File: config.mk
export PLATFORM = sky130hd
export DESIGN_NAME = mem_block_ctrl
export DESIGN_NICKNAME = d
export VERILOG_FILES = /design/src/rtl/mem_block_ctrl.sv
export SDC_FILE = /design/constraint.sdc
export NUM_CORES = 1
export LEC_CHECK = 0
export CORE_MARGIN = 2
export CORE_UTILIZATION = 42
export CTS_CLUSTER_SIZE = 10
export DETAILED_ROUTE_END_ITERATION = 16
export MAX_ROUTING_LAYER = met4
export PLACE_DENSITY = 0.77
export RECOVER_POWER = 50
export SLEW_MARGIN = 20
export SYNTH_ARGS = -nofsm -noshare
export SYNTH_HDL_FRONTEND = slang
export SYNTH_SLANG_ARGS = --single-unit
File: constraint.sdc
create_clock -name clk -period 10.6 [get_ports clk]
set_clock_uncertainty 0.1 [all_clocks]
set_input_delay 2.12 -clock clk [delete_from_list [all_inputs] [get_ports clk]]
set_output_delay 2.12 -clock clk [all_outputs]
set_load 0.01 [all_outputs]
File: src/rtl/mem_block_ctrl.sv
// Block-transfer controller between a cache and word-wide main memory:
// optional dirty-victim writeback, then block fill, one memory transaction per word.
module mem_block_ctrl #(
  parameter int blocksize = 4,
  localparam int idxBits = $clog2(blocksize)
) (
  input  logic                      clk,
  input  logic                      reset,
  input  logic                      Start,
  input  logic                      Dirty,
  input  logic [31:0]               BlockAddr,
  input  logic [31:0]               VictimAddr,
  input  logic [32*blocksize-1:0]   VictimData,
  output logic                      Busy,
  output logic                      Done,
  output logic [32*blocksize-1:0]   FillData,
  output logic                      MemRE,
  output logic                      MemWE,
  output logic [31:0]               MemA,
  output logic [31:0]               MemWD,
  input  logic [31:0]               MemRD,
  input  logic                      MemValid
);

  typedef enum logic [1:0] {IDLE, WRITEBACK, FILL, DONE} state_t;

  state_t                   state, state_nx;
  logic [idxBits-1:0]       idx;
  logic [31-2-idxBits:0]    blk_tag, vic_tag;
  logic [32*blocksize-1:0]  vic_data;
  logic [idxBits+4:0]       wbase;
  logic                     last_word;
  logic                     unused_lsbs;

  assign last_word   = (idx == idxBits'(blocksize - 1));
  assign wbase       = {idx, 5'b00000};
  assign unused_lsbs = ^{BlockAddr[1+idxBits:0], VictimAddr[1+idxBits:0]};

  always_ff @(posedge clk or posedge reset) begin
    if (reset) state <= IDLE;
    else       state <= state_nx;
  end

  always_comb begin
    state_nx = state;
    case (state)
      IDLE:      if (Start) state_nx = Dirty ? WRITEBACK : FILL;
      WRITEBACK: if (MemValid && last_word) state_nx = FILL;
      FILL:      if (MemValid && last_word) state_nx = DONE;
      DONE:      state_nx = IDLE;
      default:   state_nx = IDLE;
    endcase
  end

  // Request lines are pure functions of state and idx, so they stay put until
  // the completing edge and the next word is presented in the following cycle.
  always_comb begin
    Busy  = (state != IDLE);
    Done  = 1'b0;
    MemRE = 1'b0;
    MemWE = 1'b0;
    MemA  = '0;
    MemWD = '0;
    case (state)
      WRITEBACK: begin
        MemWE = 1'b1;
        MemA  = {vic_tag, idx, 2'b00};
        MemWD = vic_data[wbase +: 32];
      end
      FILL: begin
        MemRE = 1'b1;
        MemA  = {blk_tag, idx, 2'b00};
      end
      DONE:    Done = 1'b1;
      default: ;
    endcase
  end

  always_ff @(posedge clk or posedge reset) begin
    if (reset) begin
      idx      <= '0;
      blk_tag  <= '0;
      vic_tag  <= '0;
      vic_data <= '0;
      FillData <= '0;
    end else begin
      case (state)
        IDLE: if (Start) begin
          idx      <= '0;
          blk_tag  <= BlockAddr[31:2+idxBits];
          vic_tag  <= VictimAddr[31:2+idxBits];
          vic_data <= VictimData;
        end
        WRITEBACK: if (MemValid) idx <= last_word ? '0 : idx + 1'b1;
        FILL: if (MemValid) begin
          FillData[wbase +: 32] <= MemRD;
          idx <= last_word ? '0 : idx + 1'b1;
        end
        default: ;
      endcase
    end
  end

endmodule
# After elaboration in Yosys (flattened, before gate mapping)
# Index checks and enable logic that the tools add are counted.
totals:
  ff_bits: 316
  elab_cells: 43
classes:
  n_addsub: 2
  eq_ne: 8
  shifts: 3
  mux: 15
  reduce_logical: 9
ops:
  columns: ["cell", "count"]
  rows:
  - ["$bwmux W128", 1]
  - ["$shift A32 B9 Y128 const A", 1]
  - ["$shiftx A128 B8 Y32", 1]
  - ["$shiftx A32 B9 Y128", 1]
  - ["$pmux W32 S2", 1]
  - ["$mux W32", 1]
  - ["$mux W2", 7]
  - ["$neg A7 Y9", 1]
  - ["$pmux W2 S4", 1]
  - ["$eq A2 B2 Y1 const B", 3]
  - ["$ne A2 B2 Y1 const B", 3]
  - ["$reduce_and A3 Y1", 2]
  - ["$pmux W2 S2", 1]
  - ["$reduce_and A2 Y1", 2]
  - ["$reduce_bool A2 Y1", 2]
  - ["$mux W1", 3]
  - ["$add A2 B1 Y2 const B", 1]
  - ["$eq A2 B1 Y1 const B", 1]
  - ["$logic_not A2 Y1", 1]
  - ["$ne A2 B1 Y1 const B", 1]
  - ["$reduce_or A2 Y1", 1]
  - ["$logic_and A1 B1 Y1", 1]

# Longest topological paths before layout
# Gate-level depths: netlist of run 1.
logic_depth:
  ltp_word: 4
  mapped_depth: 9

# Worst setup path before layout of run 1
# No wires, ideal clock.
synth_timing:
  path_kind: "reg-to-output"
  start: "register state[0]"
  end: "output port MemA[10]"
  arrival_ns: 1.643
  required_time_ns: 8.380
  slack_ns: 6.737
  path_stages_with_launch: 7
  n_path_buf: 2
  path_cell_list: "dfrtp_1 -> inv_1 -> ha_1 -> clkbuf_1 -> buf_1 -> a22oi_1 -> nor2b_1"
synth_via:
  elab_chain_len: 2
  word_cells_on_any_way: 3
synth_rtl:
  columns: ["element", "line_no", "source"]
  rows:
  - ["start, declared", "27", "state_t state, state_nx;"]
  - ["start signal, assigned", "41", "else state <= state_nx;"]
  - ["$eq A2 B2 Y1 / $eq A2 B1 Y1 (equally long branches)", "64", "case (state)"]
  - ["$pmux W32 S2 *", "64", null]
  - ["end, declared", "19", "output logic [31:0] MemA,"]
# Every way passes the cells marked *; elsewhere a longest branch is shown, timed or not.

==> flow_metrics.py, run 1 <==
metrics = {
    "cts": {
        "cts_resized": 0,
        "cts_setup_buffers": 0,
        "cts_tree": "built",
        "cts_hold_buf": 0,
        "clk_pin_slew_ns": 0.05,
        "clockRootBuffer": "clkbuf_16",
        "htree_levels": 2,
        "cts_buffer_depth": 3,
        "clock_latency_ns": 0.51,
        "cts_buffers": 38,
        "cts_sinks": 316,
    },
    "sta": {
        "finalWorstSetupSlack_ns": 3.720,
        "rsz0062_at_grt": "no",
        "relSlewSlack_pct": -174.5,
        "hold_viol_final": 0,
        "period_needed_ns": 6.880,
        "max_freq_ghz": 0.1454,
        "fin_tns_setup_ns": 0,
        "tightestPinTransition_ns": 4.118,
        "min_period_over_period_pct": 64.90,
        "slew_viol_final": 421,
        "finalSetupViolCount": 0,
    },
    "setup_path": {
        "r2r-start": "state[0]",
        "cp_slowest_stage_delay_ns": 2.92,
        "path_class": "input port to async pin",
        "crit_fanout": 167,
        "cp-end-kind": "async pin",
        "path_cells": "dlygate4sd3_1, clkinvlp_2, clkbuf_2",
        "crit_arrival_ns": 6.44,
        "r2r_slack_ns": 5.30,
        "worst_r2r_path_depth": 6,
        "critical_path_buf_inv_count": 3,
        "r2r-end": "vic_data[8]",
        "cp-start-kind": "input port",
        "cp_slowest_cell": "clkbuf_2",
        "crit_required_ns": 10.16,
        "crit_family": "buffers and inverters",
    },
    "hold_path": {
        "hp-class": "register to register",
        "holdPathEnd": "FillData[91]",
        "hold-path-cell-count": 2,
        "hold_start": "FillData[91]",
    },
    "synthesis": {
        "synthTopCellsByCount": "dfrtp_1, mux2_2, a22o_1",
        "ys_seq_area_share_pct": 59.10,
        "synth_edf_count": 0,
        "async_reset_ff_share_pct": 100.0,
        "synth_flop_cell": "dfrtp_1",
        "yosys_warnings": 0,
        "yosys-top-cells-area": "dfrtp_1, mux2_2, a22o_1, mux4_2, nor2b_1",
        "syn_inst": 926,
        "synth_top_area_share_pct": 59.10,
        "synth_cell_types": 33,
        "synth_most_common_cell": "dfrtp_1",
        "ys_ff_latch": 316,
        "syn_area_um2": 13380,
        "synth_top_cell_by_area": "dfrtp_1",
        "syn_avg_cell_area_um2": 14.45,
    },
    "detailed_routing": {
        "drt_iter0_markers": 453,
        "wl_per_cell_um": 20.96,
        "vias_per_cell": 5.447,
        "drc": 0,
        "drt_wl_total_um": 36490,
        "num_vias": 9484,
        "firstDrtPassIters": 5,
        "ant_nets": 0,
    },
    "finish": {
        "layout.nets": 1567,
        "drive_gt1_share_pct": 21.47,
        "post-route-cell-area_um2": 18870,
        "instances_no_fill": 1741,
        "syn2layout_area_growth_pct": 41.04,
        "n_fill_cell": 2445,
        "multi_input_area_um2": 5100,
        "seq_area_um2": 7909,
    },
    "outcome": {
        "outcome": "finished with violations",
        "violations": "max-capacitance violations, max-slew violations",
    },
    "die": {
        "start_util_pct": 42.51,
        "core_um2": 31470,
        "chipWidth_um": 182.5,
        "dieArea_um2": 33300,
        "die_h_um": 182.5,
        "pin_count": 425,
        "row_count": 65,
    },
    "power": {
        "power_density_nw_per_um2": 278.0,
        "vdd_drop_max_mv": 0.1490,
        "fin_total_pwr_uw": 5246,
        "leakage_uw": 0.008075,
    },
    "placement": {
        "dp.cells": 1688,
        "dpl_cell_area_um2": 17840,
        "dp_hpwl_um": 24900,
        "place_congestion": 0.7949,
        "post-place-ws_ns": 5.090,
        "port_buffers": 414,
    },
    "global_route": {
        "overflow": 0,
        "first_global_vias": 10247,
        "grt_max_degree": 168,
        "grt_pass1_wl_um": 56970,
        "antenna_found_initial": 2,
        "grt.total_usage_pct": 22.46,
    },
    "run": {
        "drv_cap": 6,
    },
}
## state kept, by name, indices dropped and copies added, names as in the netlist
| register | flops |
|---|---|
| vic_tag | 28 |
| FillData | 128 |
| blk_tag | 28 |
| vic_data | 128 |
| state | 2 |
| idx | 2 |
## tightest hold or removal path, cell delays in order (launching register included)
cell and delay (ns):
dfrtp_1 0.34, nand2_1 0.04, o21ai_0 0.06
## layer usage
layer	routed length, um	GRT usage (%)	vias to the layer above
met5	0	-	-
met4	1424	8.419	0
met3	2956	6.266	85
met2	17890	37.11	419
met1	14220	26.24	4798
li1	-	-	4182
## cell families after synthesis
group / count (synthesis) / synth area share [%]
AND/OR/NAND/NOR: 137 / 5.929
buffers and inverters: 78 / 2.815
adder cells (fa/ha/maj): 12 / 1.122
flip-flops: 316 / 59.10
AO/OA/AOI/OAI: 163 / 9.912
multiplexers: 219 / 21.10
other: 1 / 0.02803
## stage by stage
stage	hold WS (ns)	utilization, %
floorplan	0.3739	-
CTS	0.3864	60.10
global placement	0.3632	56.69
detailed placement	0.3741	56.69
finish	0.3817	59.96
global route	0.4072	59.96
## cell type report
cell class                 instances  share of cell area, %
multi-input combinational        533                  27.02
timing repair buffer             431                  22.56
inverter                           6                 0.1260
clock inverter                     3                 0.1790
tap                              402                  2.665
sequential                       316                  41.91
clock buffer                      48                  5.510
antenna                            2                0.02652
## cells in the final DEF (no fill, tap or decap), types with 6 or more instances in the layout
master / n
clkdlybuf4s50_1: 368
dlygate4sd3_1: 46
and2_1: 32
clkbuf_1: 9
clkbuf_16: 39
ha_1: 11
mux4_2: 32
mux2_2: 184
dfrtp_1: 315
o21ai_1: 6
a22o_1: 111
nand2_1: 42
buf_4: 13
a22oi_1: 28
nor2b_1: 45
o21ai_0: 11
## power breakdown
group	internal [uW]	leakage [uW]	switching, uW
clock network	683	0.000527	477
logic	1240	0.00356	868
registers	1710	0.00399	269
total	3630	0.00807	1610
## worst max path at each step
stage	slack [ns]	end	startpoint	cells after the start
final	3.72	vic_tag[27]	reset	3
after detailed placement	5.09	vic_data[8]	Start	5
after global placement	5.10	vic_data[38]	Start	5
after floorplan	4.17	FillData[0]	reset	1
after CTS	5.29	MemWD[0]	idx[0]	4
after global routing	2.71	blk_tag[27]	reset	3
Power figures use the tool's default switching activity.
==> inputs of run 2 (changes only) <==
--- a/config.mk
+++ b/config.mk
@@ -6,11 +6,11 @@
 export NUM_CORES = 1
 export LEC_CHECK = 0
 export CORE_MARGIN = 2
-export CORE_UTILIZATION = 42
+export CORE_UTILIZATION = 47
 export CTS_CLUSTER_SIZE = 10
 export DETAILED_ROUTE_END_ITERATION = 16
 export MAX_ROUTING_LAYER = met4
-export PLACE_DENSITY = 0.77
+export PLACE_DENSITY = 0.82
 export RECOVER_POWER = 50
 export SLEW_MARGIN = 20
 export SYNTH_ARGS = -nofsm -noshare
==> constraint.sdc (replaced) <==
create_clock -name clk -period 6.7 [get_ports clk]
set_clock_uncertainty 0.1 [all_clocks]
set_input_delay 1.34 -clock clk [delete_from_list [all_inputs] [get_ports clk]]
set_output_delay 1.34 -clock clk [all_outputs]
set_load 0.01 [all_outputs]
==> flow_metrics.py, run 2 (synthesis results as in run 1) <==
metrics = {
    "cts": {
        "htree_levels": 2,
        "clockRootBuffer": "clkbuf_16",
        "cts_buffers": 38,
        "cts_sinks": 316,
        "cts_resized": 0,
        "cts_tree": "built",
        "clock_latency_ns": 0.51,
        "cts_hold_buf": 0,
        "cts_setup_buffers": 0,
        "cts_buffer_depth": 3,
        "clk_pin_slew_ns": 0.05,
    },
    "global_route": {
        "overflow": 0,
        "antenna_found_initial": 5,
        "grt_pass1_wl_um": 59260,
        "first_global_vias": 10310,
        "grt_max_degree": 171,
        "grt.total_usage_pct": 26.11,
    },
    "power": {
        "power_frac_seq_pct": 37.8,
        "vdd_drop_max_mv": 0.2742,
        "p_sw_uw": 2577,
        "leakage_uw": 0.008135,
        "pwr-share-clk_pct": 22.1,
        "swShare_pct": 30.86,
        "combPwrFrac_pct": 40.0,
        "p_int_uw": 5775,
        "power_density_nw_per_um2": 442.0,
    },
    "detailed_routing": {
        "firstDrtPassIters": 4,
        "drc": 0,
        "vias_per_cell": 5.527,
        "num_vias": 9485,
        "drt_iter0_markers": 599,
        "drt_wl_total_um": 37670,
        "ant_nets": 0,
        "wl_per_cell_um": 21.95,
    },
    "finish": {
        "final_cell_mix": "clkdlybuf4s50_1, dfrtp_1, mux2_2",
        "layout_commonest_cell": "clkdlybuf4s50_1",
        "fin_util_pct": 67.64,
        "layout.nets": 1565,
        "drive_gt1_share_pct": 21.68,
        "top_regs": "FillData: 128 flops, vic_data: 128 flops",
        "syn2layout_area_growth_pct": 41.22,
    },
    "placement": {
        "place_congestion": 0.8254,
        "dp_hpwl_um": 25640,
        "port_buffers": 414,
    },
    "hold_path": {
        "hold_start": "FillData[81]",
        "hold-path-cell-count": 2,
        "holdPathEnd": "FillData[81]",
        "hp-class": "register to register",
    },
    "sta": {
        "tightestPinTransition_ns": 3.590,
        "rsz0062_at_grt": "no",
        "period_needed_ns": 5.180,
        "relSlewSlack_pct": -139.3,
        "finalSetupViolCount": 0,
        "fin_tns_setup_ns": 0,
        "slew_viol_final": 258,
        "hold_viol_final": 0,
        "min_period_over_period_pct": 77.31,
        "max_freq_ghz": 0.1931,
    },
    "die": {
        "core_um2": 27930,
        "pin_count": 425,
        "start_util_pct": 47.90,
        "chipWidth_um": 172.7,
        "die_h_um": 172.7,
        "row_count": 61,
        "dieArea_um2": 29830,
    },
    "setup_path": {
        "path_class": "register to output port",
        "r2r-start": "state[0]",
        "cp-start-kind": "register",
        "r2r_slack_ns": 2.32,
        "r2r-end": "vic_data[40]",
        "crit_arrival_ns": 3.74,
        "worst_r2r_path_depth": 5,
        "cp-end-kind": "output port",
        "crit_required_ns": 5.26,
        "crit_fanout": 30,
    },
    "outcome": {
        "violations": "max-capacitance violations, max-slew violations",
        "outcome": "finished with violations",
    },
    "run": {
        "drv_cap": 3,
    },
}
==> run 2: cell count changes in the layout (fill, tap and decap cells not counted), moves of 2 or more <==
cell	delta
diode_2	+3
clkbuf_1	-5
dlygate4sd3_1	+9
clkbuf_16	+2
clkdlybuf4s50_1	-9
buf_12	+2
==> run 2: cell type report <==
cell class	count	area, um^2
clock buffers	47	1069
repair buffers	429	4279
diodes	5	12.51
flip-flops and latches	316	7908
fillers	2016	9039
multi-input cells	533	5121
inverters	6	23.77
well taps	378	473.0
clock inverters	2	10.01
==> run 2: critical path, cell delays in order (launching register included) <==
cell	delay (ns)
dfrtp_1	1.49
buf_4	0.50
mux4_2	0.54
and2_1	0.17
clkdlybuf4s50_1	0.52
==> run 2: power by group through the flow <==
| stage | Sequential (uW) | Combinational (uW) | Clock (uW) |
|---|---|---|---|
| finish | 3160 | 3340 | 1850 |
| global route | 3260 | 3590 | 1960 |
| CTS | 3160 | 3380 | 1890 |
| detailed placement | 3180 | 3360 | 0 |
| global placement | 3140 | 3270 | 0 |
| floorplan | 3120 | 2010 | 0 |
==> run 2: how the worst max path moves through the flow <==
stage / start / end / slack, ns / cells after the start
after floorplan: reset / FillData[0] / 1.05 / 1
after global placement: state[1] / MemA[3] / 2.52 / 6
after detailed placement: state[1] / MemA[3] / 2.51 / 6
after CTS: state[1] / MemA[3] / 1.92 / 6
after global routing: reset / blk_tag[5] / 1.07 / 3
final: idx[0] / MemWD[23] / 1.52 / 4
==> run 2: metal layers <==
metal  share of wire, %  global-route usage (%)  vias to the layer above  wire length (um)
met5                  0                       -                        -                 0
met4                2.9                   8.545                        0              1103
met3                8.8                   8.135                       69              3321
met2                 51                   44.09                      401             19230
met1                 37                   29.67                     4846             14010
li1                   -                       -                     4169                 -
==> run 2: through the flow <==
stage	total power [uW]	instance area [um^2]	setup WS, ns	std cells	hold WS [ns]
finish	8352	18900	1.520	1716	0.3769
global route	8821	18900	1.073	1716	0.4067
CTS	8435	18900	1.922	1711	0.3796
detailed placement	6541	17820	2.513	1662	0.3672
global placement	6410	17820	2.519	1662	0.3649
floorplan	5126	13390	1.049	927	0.3739
==> inputs of run 3 (changes only) <==
==> constraint.sdc (replaced) <==
create_clock -name clk -period 5.15 [get_ports clk]
set_clock_uncertainty 0.1 [all_clocks]
set_input_delay 1.03 -clock clk [delete_from_list [all_inputs] [get_ports clk]]
set_output_delay 1.03 -clock clk [all_outputs]
set_load 0.01 [all_outputs]
==> flow_metrics.py, run 3 (synthesis results as in run 1) <==
metrics = {
    "cts": {
        "clk_pin_slew_ns": 0.06,
        "cts_setup_buffers": 0,
        "htree_levels": 2,
        "cts_tree": "built",
        "cts_buffer_depth": 3,
        "cts_buffers": 37,
        "clock_latency_ns": 0.51,
        "clockRootBuffer": "clkbuf_16",
        "cts_sinks": 316,
        "cts_resized": 0,
        "cts_hold_buf": 0,
    },
    "finish": {
        "drive_gt1_share_pct": 21.51,
        "top_regs": "FillData: 128 flops, vic_data: 128 flops",
        "fin_util_pct": 67.47,
        "syn2layout_area_growth_pct": 40.85,
        "final_cell_mix": "clkdlybuf4s50_1, dfrtp_1, mux2_2",
        "layout.nets": 1569,
        "layout_commonest_cell": "clkdlybuf4s50_1",
        "n_fill_cell": 2034,
    },
    "detailed_routing": {
        "num_vias": 9444,
        "ant_nets": 0,
        "dr_wl_met3_um": 3348,
        "vias_per_cell": 5.500,
        "met1_length_um": 14120,
        "wl_per_cell_um": 22.03,
        "highest_layer": "met4",
        "met2_length_um": 19120,
        "firstDrtPassIters": 5,
        "drc": 0,
        "drt_iter0_markers": 627,
        "drt_wl_total_um": 37830,
    },
    "setup_path": {
        "crit_family": "flip-flops",
        "cp-end-kind": "output port",
        "r2r-start": "state[0]",
        "r2r-end": "blk_tag[4]",
        "cp_slowest_stage_delay_ns": 0.90,
        "crit_arrival_ns": 3.02,
        "crit_fanout": 27,
        "path_class": "register to output port",
        "cp-start-kind": "register",
        "crit_required_ns": 4.02,
        "worst_r2r_path_depth": 5,
        "cp_slowest_cell": "dfrtp_2",
        "r2r_slack_ns": 1.39,
        "critical_path_buf_inv_count": 2,
        "path_cells": "buf_4, mux4_2, and2_1, clkdlybuf4s50_1",
    },
    "die": {
        "dieArea_um2": 29830,
        "die_h_um": 172.7,
        "core_um2": 27930,
        "row_count": 61,
        "chipWidth_um": 172.7,
        "pin_count": 425,
        "start_util_pct": 47.90,
    },
    "sta": {
        "min_period_over_period_pct": 80.54,
        "period_needed_ns": 4.148,
        "rsz0062_at_grt": "no",
        "slew_viol_final": 366,
        "relSlewSlack_pct": -75.05,
        "fin_hold_ws_ns": 0.3781,
        "max_freq_ghz": 0.2411,
        "finalSetupViolCount": 0,
        "hold_viol_final": 0,
        "tightestPinTransition_ns": 2.619,
    },
    "global_route": {
        "first_global_vias": 10209,
        "grt_pass1_wl_um": 59480,
        "grt.total_usage_pct": 26.21,
        "antenna_found_initial": 5,
        "overflow": 0,
        "grt_max_degree": 121,
    },
    "power": {
        "vdd_drop_max_mv": 0.3203,
        "leakage_uw": 0.008057,
        "power_density_nw_per_um2": 572.0,
    },
    "hold_path": {
        "hold_start": "FillData[76]",
        "hold-path-cell-count": 2,
        "hp-class": "register to register",
        "holdPathEnd": "FillData[76]",
    },
    "placement": {
        "dp_hpwl_um": 26330,
        "place_congestion": 0.8211,
        "port_buffers": 414,
    },
    "run": {
        "drv_cap": 5,
    },
    "outcome": {
        "violations": "max-capacitance violations, max-slew violations",
        "outcome": "finished with violations",
    },
}
[run 3: how the worst max path moves through the flow]
stage / from / end / slack, ns / cells past startpoint
3_5_place_dp: idx[0] / MemWD[9] / 1.47 / 4
5_1_grt: reset / idx[0] / 0.50 / 3
4_1_cts: idx[0] / MemWD[9] / 0.93 / 4
2_1_floorplan: reset / FillData[0] / -0.19 / 1
3_3_place_gp: idx[0] / MemWD[9] / 1.50 / 4
6_report: idx[0] / MemWD[9] / 1.00 / 4
[run 3: stage by stage]
stage / instance area (um^2) / TNS, ns / power [uW] / std cells / worst slack, ns
floorplan: 13390 / -60.31 / 6669 / 927 / -0.1908
global placement: 17870 / 0 / 8366 / 1667 / 1.497
detailed placement: 17870 / 0 / 8547 / 1667 / 1.470
CTS: 18880 / 0 / 10890 / 1712 / 0.9303
global route: 18850 / 0 / 11370 / 1717 / 0.5029
finish: 18850 / 0 / 10780 / 1717 / 1.002
[run 3: routing by layer]
metal  GRT usage (%)  vias to the layer above
met1           29.91                     4768
met4           9.040                        0
li1                -                     4177
met3           8.311                       78
met5               -                        -
met2           43.81                      421
[run 3: cell type report]
| class | instances | area, um^2 | share of cell area [%] |
|---|---|---|---|
| diodes | 5 | 12.51 | 0.06639 |
| clock buffers | 44 | 994.7 | 5.278 |
| clock inverters | 1 | 8.758 | 0.04647 |
| inverters | 6 | 23.77 | 0.1261 |
| multi-input cells | 533 | 5114 | 27.13 |
| flip-flops and latches | 316 | 7909 | 41.96 |
| well taps | 378 | 473.0 | 2.509 |
| repair buffers | 434 | 4312 | 22.88 |
[run 3: worst min-delay path: stages, from the launching register on]
cell and delay (ns):
dfrtp_1 0.33, nand2_1 0.05, o21ai_1 0.06
[run 3: where the power goes]
part | switching, uW | internal, uW | total [uW] | leakage (uW)
clock network | 943 | 1340 | 2290 | 0.000491
registers | 597 | 3520 | 4110 | 0.00399
logic | 1810 | 2570 | 4380 | 0.00357
total | 3350 | 7430 | 10800 | 0.00806
